[config.mk]
export PLATFORM = sky130hd
export DESIGN_NAME = window_shift_reg
export DESIGN_NICKNAME = d
export VERILOG_FILES = /design/src/rtl/window_shift_reg_pkg.sv /design/src/rtl/window_shift_reg_lane.sv /design/src/rtl/window_shift_reg.sv
export SDC_FILE = /design/constraint.sdc
export NUM_CORES = 1
export LEC_CHECK = 0
export ABC_AREA = 1
export BUFFER_PORTS_ARGS = -buffer_cell sky130_fd_sc_hd__buf_2
export CAP_MARGIN = 15
export CORE_ASPECT_RATIO = 0.5
export CORE_MARGIN = 3
export CORE_UTILIZATION = 35
export CTS_CLUSTER_DIAMETER = 100
export DETAILED_ROUTE_END_ITERATION = 6
export GPL_ROUTABILITY_DRIVEN = 0
export GPL_TIMING_DRIVEN = 1
export SLEW_MARGIN = 15
export SYNTH_ARGS = -nofsm -noshare
export SYNTH_HDL_FRONTEND = slang
export SYNTH_HIERARCHICAL = 1
export SYNTH_SLANG_ARGS = --single-unit
export TNS_END_PERCENT = 5
[constraint.sdc]
create_clock -name clk -period 1.95 [get_ports clk]
set_input_delay 0.585 -clock clk [delete_from_list [all_inputs] [get_ports clk]]
set_output_delay 0.585 -clock clk [all_outputs]
set_load 0.005 [all_outputs]
[src/rtl/window_shift_reg_pkg.sv]
// Shared types for the sliding-window shift register.
// Holds the fill/stream state encoding and stride counter width.
package window_shift_reg_pkg;

   typedef enum logic [1:0] {
      EMPTY  = 2'd0,
      FILL   = 2'd1,
      STREAM = 2'd2
   } win_state_e;

   localparam int STRIDE_W = 4;

endpackage

[src/rtl/window_shift_reg_lane.sv]
// One lane of tap registers; tap 0 holds the newest sample.
// Control is supplied by the single shared FSM in the top.
module lane_shift_chain #(
   parameter int WIDTH = 16,
   parameter int DEPTH = 3
) (
   input  logic                   clk,
   input  logic                   rst,
   input  logic                   shift,
   input  logic                   clear,
   input  logic [WIDTH-1:0]       din,
   output logic [DEPTH*WIDTH-1:0] taps
);

   logic [WIDTH-1:0] tap_q [DEPTH];

   always_ff @(posedge clk or posedge rst) begin
      if (rst) begin
         for (int t = 0; t < DEPTH; t++) tap_q[t] <= '0;
      end else if (clear) begin
         for (int t = 0; t < DEPTH; t++) tap_q[t] <= '0;
      end else if (shift) begin
         tap_q[0] <= din;
         for (int t = 1; t < DEPTH; t++) tap_q[t] <= tap_q[t-1];
      end
   end

   for (genvar t = 0; t < DEPTH; t++) begin : g_out
      assign taps[t*WIDTH +: WIDTH] = tap_q[t];
   end

endmodule

[src/rtl/window_shift_reg.sv]
// Multi-lane sliding-window shift register with fill tracking
// and a stride-aligned window strobe shared by all lanes.
module window_shift_reg
   import window_shift_reg_pkg::*;
#(
   parameter int WIDTH = 16,
   parameter int DEPTH = 3,
   parameter int LANES = 1
) (
   input  logic                         clk,
   input  logic                         rst,
   input  logic                         in_valid,
   input  logic [LANES*WIDTH-1:0]       in_data,
   input  logic                         clear,
   input  logic [3:0]                   stride_m1,
   output logic [DEPTH*LANES*WIDTH-1:0] taps,
   output logic                         win_valid,
   output logic [$clog2(DEPTH+1)-1:0]   fill_cnt
);

   localparam int FW = $clog2(DEPTH+1);

   win_state_e          state_q, state_d;
   logic [FW-1:0]       fill_q, fill_d, fill_inc;
   logic [STRIDE_W-1:0] cnt_q, cnt_d;
   logic                win_q, win_d;

   for (genvar l = 0; l < LANES; l++) begin : g_lane
      logic [DEPTH*WIDTH-1:0] lane_taps;

      lane_shift_chain #(
         .WIDTH (WIDTH),
         .DEPTH (DEPTH)
      ) u_chain (
         .clk   (clk),
         .rst   (rst),
         .shift (in_valid),
         .clear (clear),
         .din   (in_data[l*WIDTH +: WIDTH]),
         .taps  (lane_taps)
      );

      // Interleave lanes so that tap t of every lane sits together
      for (genvar t = 0; t < DEPTH; t++) begin : g_tap
         assign taps[(t*LANES+l)*WIDTH +: WIDTH] =
            lane_taps[t*WIDTH +: WIDTH];
      end
   end

   assign fill_inc = fill_q + FW'(1);

   always_comb begin
      state_d = state_q;
      fill_d  = fill_q;
      cnt_d   = cnt_q;
      win_d   = 1'b0;
      if (clear) begin
         state_d = EMPTY;
         fill_d  = '0;
         cnt_d   = '0;
      end else if (in_valid) begin
         unique case (state_q)
            EMPTY, FILL: begin
               fill_d = fill_inc;
               if (fill_inc == FW'(DEPTH)) begin
                  state_d = STREAM;
                  win_d   = 1'b1;
                  cnt_d   = '0;
               end else begin
                  state_d = FILL;
               end
            end
            STREAM: begin
               // stride_m1 is compared live; no shadow copy
               if (cnt_q == stride_m1) begin
                  win_d = 1'b1;
                  cnt_d = '0;
               end else begin
                  cnt_d = cnt_q + STRIDE_W'(1);
               end
            end
            default: begin
               state_d = EMPTY;
               fill_d  = '0;
               cnt_d   = '0;
            end
         endcase
      end
   end

   always_ff @(posedge clk or posedge rst) begin
      if (rst) begin
         state_q <= EMPTY;
         fill_q  <= '0;
         cnt_q   <= '0;
         win_q   <= 1'b0;
      end else begin
         state_q <= state_d;
         fill_q  <= fill_d;
         cnt_q   <= cnt_d;
         win_q   <= win_d;
      end
   end

   assign win_valid = win_q;
   assign fill_cnt  = fill_q;

endmodule

==> reports/results.ini <==
[synth]
synth_area_per_cell_um2=8.55
syn_area_um2=2450
syn-instance-count=287
syn-num-nets=313
ys_types=22
ys_ff_latch=57
yosysWarnings=6
ys_seq_area_frac=0.581
synthTopCellsByArea=dfrtp_1 58%, nand2_1 19%, nand3_1 11%, inv_1 2.3%, buf_2 1.4%
synth_area_leader_cell=dfrtp_1
synth_top_area_share=0.581

[place]
numPortBuffers=74
dpl.hpwl_um=3970
dp_cells=439

[route]
vias_per_cell=4.63
wl_um=5790
via_count=2100
first_iter_violations=127
dr.pass1.iters=4
drtAntennaViolNets=0
wl_per_cell_um=12.8
drc=0

[critical_path]
cp_slowest_cell=dfrtp_1
end_kind=primary output
critPathTopFamily=flip-flops
arrival_ns=0.87
cp-start-kind=flip-flop
path_class=reg -> out
path_cells=buf_2
cp_max_fo=3
critPathBufInv=1
crit_required_ns=1.36
cpPeakStageDelay_ns=0.41

[power_and_ir_drop]
switching_power_w=0.000659
p_leak_nw=1.90
internal_power_w=0.00226
powerDensity_nw_per_um2=908
p_comb_frac=0.078
clockPowerShare=0.489
vdd_drop_max_v=0.000379
netSwitchingFraction=0.225
power_frac_seq=0.433

[cts]
cts_buffers=9
cts_max_path_buffers=2
hold_buffers=0
cts_htree_levels=3
cts.clk_slew.worst_paths_ns=0.05
tritoncts=built
clock_sinks=57
post-cts-setup-buffers=0
clock_latency_ns=0.31
root_buffer=clkbuf_16
cts.repair.resized=0

[final_layout]
final_cells=454
area_growth_pct=31.2
n_antenna_cell=0
drive_above_1_share=0.292
fin_nets=388

[global_route]
grt_pass1_wl_um=10100
grt_max_degree=49
grt_usage=0.152
grt_antenna_before_repair=0
first_global_vias=2121
overflow=0

[run_status]
status=finished clean

[worst_hold_path]
min_path_type=in -> async

[sta]
min_period_ns=1.45
slew_viol_final=0
finalSetupViolations=0
rsz0062_at_grt=false
fmax_mhz=689
fin_skew_ns=0.00446
worst_pin_slew_ns=0.339
tns_ns=0
fin_crit_sh=0.744
slew_headroom=0.773
hold_violations=0

[die]
fp.dieW_um=124
die_area_um2=8110
die_y_um=65.2
num_rows=20
core_area_um2=6410
initial_core_util=0.383
io_pins=75

[run]
maxCapViolations=0

## final timing paths
kind	start	depth (start not counted)	end	slack, ns
worst max-delay path	g_lane[0].u_chain/taps[22]	1	taps[22]	0.50
min in group clk	g_lane[0].u_chain/taps[32]	2	g_lane[0].u_chain/taps[32]	0.47
max in group asynchronous	rst	3	g_lane[0].u_chain/taps[2]	1.40
worst min register to register	g_lane[0].u_chain/taps[32]	2	g_lane[0].u_chain/taps[32]	0.47
worst min-delay path	rst	2	cnt_q[1]	0.26
worst max register to register	fill_cnt[0]	8	cnt_q[2]	0.72
## cells by family after synthesis
group / count (synthesis) / share of synthesized area
xor gates and xnor gates: 1 / 0.00357
adders and majority gates: 2 / 0.0102
AOI/OAI and AO/OA: 8 / 0.0240
DFF: 57 / 0.581
buffers and inverters: 33 / 0.0602
and+or+nand+nor: 186 / 0.321
## power by group through the flow
stage          clock, W  sequential, W  combinational, W
2_1_floorplan         0        0.00128          0.000124
3_3_place_gp          0        0.00128          0.000230
3_5_place_dp          0        0.00128          0.000235
4_1_cts         0.00146        0.00126          0.000235
5_1_grt         0.00152        0.00127          0.000263
6_report        0.00143        0.00126          0.000229
## stage by stage
step / setup slack (ns) / power [W] / util / cell area [um^2] / hold WS (ns)
after floorplan: 0.221 / 0.00140 / - / 2450 / 0.413
after global placement: 0.574 / 0.00151 / 0.458 / 2940 / 0.450
after detailed placement: 0.552 / 0.00152 / 0.458 / 2940 / 0.461
after CTS: 0.489 / 0.00296 / 0.502 / 3220 / 0.262
after global routing: 0.459 / 0.00306 / 0.502 / 3220 / 0.277
final: 0.499 / 0.00292 / 0.502 / 3220 / 0.259
## registers in the layout, indices dropped and copies added, names as in the netlist
register	flops
cnt_q	4
state_q	2
win_valid	1
fill_cnt	2
g_lane.u_chain/taps	48
## worst register-to-register path: cells and delay by family (launching register included)
| family | cells | cell delay (ns) |
|---|---|---|
| adder cells (fa/ha/maj) | 1 | 0.16 |
| flip-flops | 1 | 0.40 |
| buffers and inverters | 2 | 0.14 |
| AND/OR/NAND/NOR | 3 | 0.24 |
| AO/OA/AOI/OAI | 2 | 0.21 |
## synthesized netlist by cell type (all sizes together)
master / number
nand4: 1
nand2: 126
inv: 18
buf: 12
nor2: 5
nand3: 53
dfrtp: 57
clkbuf: 3
a21oi: 3
or2: 1
o31ai: 3
xor2: 1
ha: 2
o21ai: 2
## metal layers
layer  track usage  vias to the layer above  part of all wire
met5             0                        -                 0
met4        0.0492                        0            0.0081
met3        0.0398                        4             0.038
met2         0.267                       35              0.49
met1         0.187                     1001              0.46
li1              -                     1060                 -
## cell usage in the layout (no fill, tap or decap)
cell       count
nand2_1      123
buf_2         74
dfrtp_1       57
nand3_1       53
inv_1         14
clkbuf_16      9
inv_2          4
nand2_2        3
o31ai_1        3
clkinv_2       3
clkbuf_8       3
buf_12         3
nor2_4         2
nor2_1         2
a21oi_2        2
ha_1           2
buf_4          2
or2_1          1
nand4_1        1
nor2_2         1
xor2_1         1
o21ai_0        1
a21oi_1        1
o21ai_2        1
## area by class of cell
class,instances,area (um^2)
clock buffers,12,267
clock inverters,3,15.0
multi-input cells,197,887
flip-flops and latches,57,1430
fillers,650,3190
repair buffers,79,445
inverters,18,67.6
well taps,88,110
Note: power is estimated with default switching activity, not from simulation.
